## src/rtl/alu_div_sequencer.sv

```systemverilog
// Purpose: unsigned restoring divider sequencing trial subtractions through a shared external add/sub ALU.
// Latency: done pulses DATA_BITS+1 cycles after an accepted start; a zero divisor finishes 1 cycle after start.
// Backpressure: start is sampled only in IDLE; starts seen while busy are dropped, never queued.
module alu_div_sequencer #(
    parameter int DATA_BITS = 8
) (
    input  logic                 clk,
    input  logic                 reset_n,
    input  logic                 start,
    input  logic [DATA_BITS-1:0] dividend,
    input  logic [DATA_BITS-1:0] divisor,
    output logic                 busy,
    output logic                 done,
    output logic                 div_zero,
    output logic [DATA_BITS-1:0] quotient,
    output logic [DATA_BITS-1:0] remainder,
    output logic [DATA_BITS-1:0] alu_a,
    output logic [DATA_BITS-1:0] alu_b,
    output logic                 alu_cin,
    input  logic [DATA_BITS-1:0] alu_result,
    input  logic                 alu_cout
);

    localparam int CW = $clog2(DATA_BITS) + 1;

    typedef enum logic [1:0] {
        S_IDLE = 2'd0,
        S_RUN  = 2'd1,
        S_DONE = 2'd2
    } state_t;

    state_t                 r_state;
    state_t                 w_next_state;
    logic [DATA_BITS-1:0]   r_rem;
    logic [DATA_BITS-1:0]   r_quo;
    logic [DATA_BITS-1:0]   r_dvs;
    logic [CW-1:0]          r_count;
    logic [DATA_BITS-1:0]   r_quotient;
    logic [DATA_BITS-1:0]   r_remainder;
    logic                   r_div_zero;

    // Partial remainder shifted left with the next dividend bit pulled in from Q.
    // R stays below the divisor, so this never needs an extra bit.
    logic [DATA_BITS-1:0]   w_shift_a;
    logic [DATA_BITS-1:0]   w_rem_next;
    logic [DATA_BITS-1:0]   w_quo_next;
    logic                   w_last;

    assign w_shift_a  = {r_rem[DATA_BITS-2:0], r_quo[DATA_BITS-1]};
    // ALU carry-out in subtract mode means no borrow: keep the difference and set the quotient bit.
    assign w_rem_next = alu_cout ? alu_result : w_shift_a;
    assign w_quo_next = {r_quo[DATA_BITS-2:0], alu_cout};
    assign w_last     = (r_count == CW'(DATA_BITS - 1));

    assign quotient  = r_quotient;
    assign remainder = r_remainder;
    assign div_zero  = r_div_zero;

    // State register; reset aborts any operation in flight without a done pulse.
    always_ff @(posedge clk or negedge reset_n) begin
        if (!reset_n) begin
            r_state <= S_IDLE;
        end else begin
            r_state <= w_next_state;
        end
    end

    // Next-state decode plus ALU drive and handshake outputs, all from registered state.
    always_comb begin
        w_next_state = r_state;
        alu_a        = '0;
        alu_b        = '0;
        alu_cin      = 1'b0;
        busy         = (r_state != S_IDLE);
        done         = (r_state == S_DONE);
        case (r_state)
            S_IDLE: begin
                if (start) begin
                    w_next_state = (divisor != '0) ? S_RUN : S_DONE;
                end
            end
            S_RUN: begin
                alu_a   = w_shift_a;
                alu_b   = r_dvs;
                alu_cin = 1'b1;
                if (w_last) begin
                    w_next_state = S_DONE;
                end
            end
            S_DONE: begin
                w_next_state = S_IDLE;
            end
            default: begin
                w_next_state = S_IDLE;
            end
        endcase
    end

    // Working registers and published results; results only move on a completed op.
    always_ff @(posedge clk or negedge reset_n) begin
        if (!reset_n) begin
            r_rem       <= '0;
            r_quo       <= '0;
            r_dvs       <= '0;
            r_count     <= '0;
            r_quotient  <= '0;
            r_remainder <= '0;
            r_div_zero  <= 1'b0;
        end else begin
            case (r_state)
                S_IDLE: begin
                    if (start) begin
                        if (divisor != '0) begin
                            r_dvs   <= divisor;
                            r_quo   <= dividend;
                            r_rem   <= '0;
                            r_count <= '0;
                        end else begin
                            r_quotient  <= '1;
                            r_remainder <= dividend;
                            r_div_zero  <= 1'b1;
                        end
                    end
                end
                S_RUN: begin
                    r_rem   <= w_rem_next;
                    r_quo   <= w_quo_next;
                    r_count <= r_count + CW'(1);
                    if (w_last) begin
                        r_quotient  <= w_quo_next;
                        r_remainder <= w_rem_next;
                        r_div_zero  <= 1'b0;
                    end
                end
                default: begin
                end
            endcase
        end
    end

endmodule

```

## config.mk

```make
export PLATFORM = sky130hd
export DESIGN_NAME = alu_div_sequencer
export DESIGN_NICKNAME = d
export VERILOG_FILES = /design/src/rtl/alu_div_sequencer.sv
export SDC_FILE = /design/constraint.sdc
export NUM_CORES = 1
export LEC_CHECK = 0
export CELL_PAD_IN_SITES_DETAIL_PLACEMENT = 1
export CELL_PAD_IN_SITES_GLOBAL_PLACEMENT = 2
export CORE_AREA = 2 2 92 94
export CTS_CLUSTER_SIZE = 16
export DETAILED_ROUTE_END_ITERATION = 10
export DIE_AREA = 0 0 94 96
export GPL_ROUTABILITY_DRIVEN = 0
export PLACE_DENSITY_LB_ADDON = 0.12
export SYNTH_ARGS = -nofsm -noshare
export SYNTH_HDL_FRONTEND = slang
export SYNTH_SLANG_ARGS = --single-unit
```

## constraint.sdc

```tcl
create_clock -name clk -period 1.9 [get_ports clk]
set_input_delay 0.38 -clock clk [delete_from_list [all_inputs] [get_ports clk]]
set_output_delay 0.38 -clock clk [all_outputs]
set_load 0.02 [all_outputs]
```

* Word level (Yosys, flattened, before mapping) *
Cells that the tools add are included.

word-level totals
  memories = 0
  word-level logic and storage cells = 53
  flip-flop bits (word level) = 46
  output and inout port bits = 36
  RAM bits = 0
  input bits = 28
  bits in latches = 0
  ROM bits = 0

cells by class
  reduce and logical (&&, ||, !) cells = 8
  shift-type cells = 0
  mux-type cells = 29
  $mul = 0
  equal/unequal tests = 7
  bitwise operators = 0
  divide/modulo/power cells = 0
  $lt $le $gt $ge = 0
  add/sub/neg operators = 1

operator list
  operator               number
  $mux W8                11
  $pmux W8 S2            3
  $mux W7                2
  $pmux W7 S2            1
  $mux W4                2
  $ne A2 B2 Y1 const B   4
  $pmux W4 S2            1
  $reduce_bool A8 Y1     1
  $mux W2                3
  $reduce_and A3 Y1      2
  $add A4 B1 Y4 const B  1
  $eq A4 B3 Y1 const B   1
  $mux W1                4
  $pmux W2 S2            1
  $reduce_and A4 Y1      1
  $reduce_bool A2 Y1     2
  $eq A2 B1 Y1 const B   1
  $eq A2 B2 Y1 const B   1
  $logic_not A2 Y1       1
  $pmux W1 S2            1
  $reduce_and A2 Y1      1

* Depth between registers and ports, before layout *
Gate-level depths: netlist (run 1).

  word-level depth = 4
  depth in mapped cells = 7
  gate-level depth less buffers = 5

* Worst setup path before layout (run 1) *
OpenSTA, ideal clock, no wires.

  path kind = input -> register
  start point = input port divisor[5]
  end point = register r_remainder[0], in the netlist remainder[0]
  data required time = 1.775 ns
  setup slack = 0.013 ns
  setup time = 0.125 ns
  arrival = 1.762 ns
  stages on the path = 5
  buffers on the path = 1
  cell sequence = or4_4 > buf_6 > nor3_4 > a21oi_4 > mux2_4

on the way
  cells in the longest elaborated chain, start to end = 3

ends and longest elaborated chain
  item                                line  RTL
  from (decl)                         11    input logic [DATA_BITS-1:0] divisor,
  $reduce_bool A8 Y1                  113   if (divisor != '0) begin
  $ne A2 B2 Y1 (no source line)       n/a
  $reduce_and A4 Y1 (no source line)  n/a
  to (signal assigned)                120   r_remainder <= dividend;
  to (signal assigned)                131   r_remainder <= w_rem_next;
  to (decl)                           39    logic [DATA_BITS-1:0] r_remainder;

Every way passes these cells.
A chain may end at the register's enable or synchronous reset.

* Final worst setup path (run 1) *
Same ends and word-level chain as after synthesis.

==> results.sh, run 1 <==
export IMPL_synth_xor_area_share_pct=0
export IMPL_die_y_um=96
export IMPL_clk_latency_ps=300
export IMPL_yosysWarningCount=0
export IMPL_cap_violations=0
export IMPL_synthMuxAreaShare_pct=8.91
export IMPL_tritoncts="yes"
export IMPL_die_width_um=94
export IMPL_cts_root_buf="clkbuf_8"
export IMPL_worst_hold_slack_ps=-0.0674
export IMPL_hold_viol_final=1
export IMPL_yosysUniqueCellTypes=37
export IMPL_setup_violations=0
export IMPL_vias_per_cell=4.61
export IMPL_routed_top_layer="met4"
export IMPL_grt_pass1_vias=1994
export IMPL_overflow=0
export IMPL_max_slew_margin_pct=71.3
export IMPL_vias=1857
export IMPL_drc=0
export IMPL_synthCells=220
export IMPL_layout_drive_gt1_share_pct=24.5
export IMPL_synth_seq_cells=46
export IMPL_period_needed_ps=1850
export IMPL_p_leak_nw=1.39
export IMPL_htree_levels=2
export IMPL_fin_skew_ps=6.32
export IMPL_peakVddDrop_mv=0.496
export IMPL_powerDensity_nw_per_um2=1600
export IMPL_antenna_left=0
export IMPL_fin_util_pct=39.0
export IMPL_dpl_instance_area_um2=3020
export IMPL_core_area_um2=8050
export IMPL_violations="negative hold slack"
export IMPL_tns_ps=0
export IMPL_m1WireLength_um=3000
export IMPL_ios=64
export IMPL_cts_made_buffers=5
export IMPL_drt_iter0_markers=42
export IMPL_cts_path_max_buffers=2
export IMPL_yosys_area_share_simple_pct=21.2
export IMPL_synth_seq_area_share_pct=52.5
export IMPL_synth_compound_area_share_pct=13.2
export IMPL_hp_class="in -> async"
export IMPL_synth_cell_area_um2=2190
export IMPL_postLayoutCellArea_um2=3140
export IMPL_path_class="in -> reg"
export IMPL_crit_required_ps=2090
export IMPL_syn_nets=249
export IMPL_row_count=33
export IMPL_maxSlewViolCount=0
export IMPL_path_clk_slew_ps=90
export IMPL_worst_pin_slew_ps=430
export IMPL_arrival_ps=2040
export IMPL_grt_first_pass_wirelength_um=10500
export IMPL_initial_core_util_pct=27.2
export IMPL_synthAdderAreaFrac_pct=0.571
export IMPL_synth_main_ff_cell="dfrtp_1"
export IMPL_cts_sinks=46
export IMPL_grt_antenna_before_repair=0
export IMPL_fin_crit_sh_pct=97.5
export IMPL_synth_area_per_cell_um2=9.96
export IMPL_status="finished, violations left"
export IMPL_fin_nets=326
export IMPL_async_reset_ff_share_pct=100
export IMPL_wl_um=6040
export IMPL_grtUsageTotal_pct=14.9
export IMPL_dr_wl_met2_um=2680
export IMPL_diodes=0
export IMPL_grt_max_degree=45
export IMPL_area_growth_pct=43.3
export IMPL_startpoint_type="primary input"
export IMPL_total_power_w=0.00504
export IMPL_critPathCaptureType="flip-flop"
export IMPL_routedWlPerCell_um=15.0
export IMPL_io_buffers=63
export IMPL_route_met3_wl_um=298
export IMPL_max_clock_freq_mhz=540
export IMPL_synth_top_family_by_area="simple AND/OR/NAND/NOR gates"
export IMPL_dieArea_um2=9020
export IMPL_place_hpwl_um=4430
export IMPL_cp_max_fo=4
export IMPL_drt_first_pass_iters=4
export IMPL_synth_edf_count=0
-- cell usage after synthesis, types with 6 or more instances --
cell	n	area share (%)
dfrtp_1	46	53
nor2_1	25	4.3
nand3_1	20	4.6
nand2_1	17	2.9
a21oi_1	16	3.7
and2_1	16	4.6
clkbuf_1	10	1.7
mux2i_1	9	4.1
mux2_2	8	4.1
o21ai_1	8	1.8
o211ai_1	7	2.4
a31o_2	6	2.4
-- path summary, 6_finish.rpt --
kind | startpoint | endpoint | slack, ps | depth (start not counted)
worst max-delay path | divisor[5] | remainder[0]$_DFFE_PN0P_ | 50 | 5
min in group clk | div_zero$_DFFE_PN0P_ | div_zero$_DFFE_PN0P_ | 490 | 1
worst min register to register | div_zero$_DFFE_PN0P_ | div_zero$_DFFE_PN0P_ | 490 | 1
max in group asynchronous | reset_n | remainder[0]$_DFFE_PN0P_ | 1400 | 2
worst max register to register | r_state[0]$_DFFE_PN0P_ | remainder[0]$_DFFE_PN0P_ | 120 | 5
worst min-delay path | reset_n | quotient[6]$_DFFE_PN0P_ | -0.07 | 1
-- metal layers --
layer	global-route usage, %	vias to the layer above
met5	0	-
met4	3.99	0
met2	22.9	46
met1	21.2	892
li1	-	912
met3	3.37	7
-- placed cells by master (no fill, tap or decap), types with 7 or more instances in the layout --
cell,netlist,routed
dfrtp_1,46,46
nand2_1,17,17
nor2_1,25,24
nand3_1,20,20
mux2_2,8,8
mux2i_1,9,9
and2_1,16,16
o21ai_1,8,8
o211ai_1,7,7
buf_4,0,20
clkbuf_2,0,11
clkdlybuf4s50_1,0,43
a21oi_1,16,16
-- through the flow --
stage / setup slack, ps / hold slack, ps / cells
after floorplan: 12.9 / 84.4 / 220
after global placement: -352 / 346 / 390
after detailed placement: -381 / 342 / 390
after CTS: 0.518 / 12.7 / 403
after global routing: -4.85 / 23.5 / 403
final: 47.9 / -0.0674 / 403
-- final cells by class --
type                            count  area, um2
Tap cell                          105        131
Sequential cell                    46       1150
Timing Repair Buffer               85        752
Clock buffer                        6       82.6
Inverter                            3       13.8
Multi-Input combinational cell    156        996
Clock inverter                      2       12.5
Fill cell                         954       4910
-- power breakdown --
group | switching [W] | total (W) | internal [W]
Combinational | 0.00142 | 0.00266 | 0.00124
Sequential | 0.000301 | 0.00174 | 0.00143
Clock | 0.000346 | 0.000639 | 0.000293
-- registers in the layout, summed over array words and instances, names as in the netlist --
signal     flops
r_quo          8
r_dvs          8
remainder      8
r_rem          7
r_state        2
r_count        4
quotient       8
div_zero       1
-- cell families after synthesis --
group	after synthesis
buffers and inverters	18
multiplexers	18
adder cells (fa/ha/maj)	1
AO/OA/AOI/OAI	45
flip-flops	46
AND/OR/NAND/NOR	92
-- worst max-delay path: stages --
cell             delay [ps]
clkdlybuf4s50_1         410
or4_4                   600
nor3_4                  280
a21oi_4                  60
mux2_4                  300
-- what timing repair did --
| action | CTS | global route |
|---|---|---|
| pin swaps | 1 | 0 |
| hold endpoints to repair | 0 | 0 |
| endpoints found under the setup margin | 41 | 39 |
| buffers inserted | 5 | 0 |
| resized for setup | 38 | 24 |
| hold buffers | 0 | 0 |
Note: power is estimated with default switching activity, not from simulation.
==> run 2: changes to the inputs <==
--- a/config.mk
+++ b/config.mk
@@ -5,12 +5,13 @@
 export SDC_FILE = /design/constraint.sdc
 export NUM_CORES = 1
 export LEC_CHECK = 0
+export ABC_AREA = 1
 export CELL_PAD_IN_SITES_DETAIL_PLACEMENT = 1
 export CELL_PAD_IN_SITES_GLOBAL_PLACEMENT = 2
-export CORE_AREA = 2 2 92 94
+export CORE_AREA = 2 2 99 101
 export CTS_CLUSTER_SIZE = 16
 export DETAILED_ROUTE_END_ITERATION = 10
-export DIE_AREA = 0 0 94 96
+export DIE_AREA = 0 0 101 103
 export GPL_ROUTABILITY_DRIVEN = 0
 export PLACE_DENSITY_LB_ADDON = 0.12
 export SYNTH_ARGS = -nofsm -noshare
==> run 2 against run 1 <==
  * The run now ends clean
  * Setup slack better by 32 ps
  * Die area is 15% higher
  * Routed wire length is 18% higher
  * Area after synthesis is 7.3% higher
  * Clock power is 6.3% lower
  * Combinational power is 20% higher
  * Critical path depth stayed put
  * Register-to-register slack better by 120 ps
  * Clock skew is 2.6 ps higher
  * Power is 9.1% higher
  * Hold slack better by 39 ps
  * Largest power group unchanged
==> results.sh, run 2 <==
export IMPL_cp_endpoint="alu_a[6]"
export IMPL_dp_slack_ps=15.2
export IMPL_max_clock_freq_mhz=549
export IMPL_antenna_left=0
export IMPL_crit_required_ps=1520
export IMPL_path_clk_slew_ps=90
export IMPL_crit_start="r_state[1]$_DFFE_PN0P_"
export IMPL_multi_input_area_um2=993
export IMPL_busiest_layer="met1"
export IMPL_startpoint_type="flip-flop"
export IMPL_use_met2_pct=21.1
export IMPL_cts_path_max_buffers=2
export IMPL_setup_violations=0
export IMPL_wl_um=7110
export IMPL_initial_core_util_pct=24.8
export IMPL_htree_levels=2
export IMPL_synth_edf_count=0
export IMPL_worst_pin_slew_ps=318
export IMPL_grt_pass1_vias=2224
export IMPL_fin_crit_sh_pct=95.8
export IMPL_dieArea_um2=10400
export IMPL_synth_cell_area_um2=2350
export IMPL_synth_area_top_cells="dfrtp_1, nand2_1, nand3_1"
export IMPL_r2r_end="remainder[4]$_DFFE_PN0P_"
export IMPL_cp_num_cells=5
export IMPL_ctsHoldBuffers=0
export IMPL_period_needed_ps=1820
export IMPL_area_growth_pct=37.4
export IMPL_synth_top_area_share_pct=49.0
export IMPL_async_reset_ff_share_pct=100
export IMPL_cts_sinks=46
export IMPL_arrival_ps=1440
export IMPL_vias=2203
export IMPL_layout_drive_gt1_share_pct=13.7
export IMPL_synth_seq_area_share_pct=49.0
export IMPL_maxSlewViolCount=0
export IMPL_regArea_um2=1150
export IMPL_drc=0
export IMPL_die_width_um=101
export IMPL_cap_violations=0
export IMPL_io_buffers=63
export IMPL_fin_cells=501
export IMPL_max_slew_margin_pct=78.8
export IMPL_hp_class="in -> async"
export IMPL_rr_startpoint="r_state[0]$_DFFE_PN0P_"
export IMPL_p_leak_nw=1.68
export IMPL_yosysWarningCount=0
export IMPL_hold_viol_final=0
export IMPL_peakVddDrop_mv=0.472
export IMPL_crit_family="buffers and inverters"
export IMPL_crit_slowest_cell="dfrtp_1"
export IMPL_grtUsageTotal_pct=14.5
export IMPL_powerDensity_nw_per_um2=1700
export IMPL_core_area_um2=9460
export IMPL_use_met3_pct=2.98
export IMPL_cp_max_fo=15
export IMPL_yosysTopAreaCell="dfrtp_1"
export IMPL_row_count=36
export IMPL_r2r_cells=9
export IMPL_tritoncts="yes"
export IMPL_tns_ps=0
export IMPL_synth_main_ff_cell="dfrtp_1"
export IMPL_rsz0062_at_grt="false"
export IMPL_mostFrequentLayoutCell="nand2_1"
export IMPL_cts_root_buf="clkbuf_8"
export IMPL_dpl_instance_area_um2=3220
export IMPL_drt_iter0_markers=97
export IMPL_critPathCaptureType="primary output"
export IMPL_grt_antenna_before_repair=0
export IMPL_ios=64
export IMPL_postLayoutCellArea_um2=3230
export IMPL_cts_made_buffers=5
export IMPL_routedWlPerCell_um=14.2
export IMPL_clk_latency_ps=310
export IMPL_num_fill_cells=1166
export IMPL_diodes=0
export IMPL_drt_first_pass_iters=4
export IMPL_synth_seq_cells=46
export IMPL_fin_skew_ps=8.96
export IMPL_path_class="reg -> out"
export IMPL_yosysUniqueCellTypes=23
export IMPL_syn_nets=343
export IMPL_grt_first_pass_wirelength_um=11500
export IMPL_synthCells=314
export IMPL_r2r_setup_slack_ps=240
export IMPL_synth_area_per_cell_um2=7.48
export IMPL_worst_path_buf_inv=3
export IMPL_layout_common_cells="nand2_1, dfrtp_1, nand3_1, clkdlybuf4s50_1, inv_1"
export IMPL_fin_nets=416
export IMPL_yosys_top_cells_count="nand2_1, dfrtp_1, nand3_1, inv_1, nor2_1"
export IMPL_place_hpwl_um=5210
export IMPL_slowest_delay_ps=420
export IMPL_vias_per_cell=4.40
export IMPL_overflow=0
export IMPL_setup_slack_ps=79.4
export IMPL_synth_most_common_cell="nand2_1"
export IMPL_die_y_um=103
export IMPL_path_cells="nor2_4, inv_2, buf_12, nor2_1, clkdlybuf4s15_1"
export IMPL_dp_cells=494
export IMPL_grt_max_degree=47
export IMPL_status="completed"
export IMPL_fin_util_pct=34.1
export IMPL_met1_usage_pct=21.6
## run 2: cell types whose count changed in the layout (fill, tap and decap cells not counted), moves of 4 or more
cell      change
nand2_1     +106
inv_1        +27
nand3_1      +25
and2_1       -16
a21oi_1      -14
o21ai_0      +12
mux2i_1       -9
mux2_2        -8
buf_4         -7
o211ai_1      -7
a31o_2        -6
nor2_1        -4
## run 2: cells by family (layout without fill, tap and decap cells)
family,Yosys count,count (layout),synth area share [%]
buffers and inverters,45,118,8.73
AND/OR/NAND/NOR,198,198,35.7
AO/OA/AOI/OAI,24,24,6.07
flip-flops,46,46,49.0
adder cells (fa/ha/maj),1,1,0.532
## run 2: cell type report
class / count / area share [%]
timing repair buffer: 81 / 23.2
inverter: 30 / 3.49
clock inverter: 2 / 0.310
tap: 114 / 4.42
clock buffer: 5 / 2.13
sequential: 46 / 35.7
multi-input combinational: 223 / 30.8
## run 2: through the flow
| step | total power [W] | hold slack (ps) |
|---|---|---|
| 4_1_cts | 0.00566 | 45.7 |
| 3_3_place_gp | 0.00510 | 388 |
| 5_1_grt | 0.00601 | 56.1 |
| 2_1_floorplan | 0.00366 | 84.4 |
| 3_5_place_dp | 0.00513 | 390 |
| 6_report | 0.00549 | 38.9 |
## run 2: what timing repair did
item | CTS | global route
gates cloned | 0 | 0
gates resized for setup | 31 | 20
pin swaps | 0 | 0
buffers inserted | 0 | 0
endpoints found under the setup margin | 19 | 16
## run 2: how the worst min path moves through the flow
| stage | startpoint | cells after the start | slack [ps] | end |
|---|---|---|---|---|
| after global placement | reset_n | 2 | 390 | r_dvs[0]$_DFFE_PN0P_ |
| after detailed placement | reset_n | 2 | 390 | r_dvs[0]$_DFFE_PN0P_ |
| final | reset_n | 2 | 40 | r_dvs[0]$_DFFE_PN0P_ |
| after global routing | reset_n | 2 | 60 | r_dvs[0]$_DFFE_PN0P_ |
| after floorplan | reset_n | 0 | 80 | div_zero$_DFFE_PN0P_ |
| after CTS | reset_n | 2 | 50 | r_dvs[0]$_DFFE_PN0P_ |
## run 2: metal layers
layer,vias to the layer above,part of all wire [%]
met5,-,0
met4,0,1.3
met3,7,4.2
met2,45,42
met1,1031,52
li1,1120,-
## run 2: report_power, final
part	switching (W)	internal (W)
clock	0.000351	0.000248
sequential	0.000262	0.00145
combinational	0.00193	0.00125
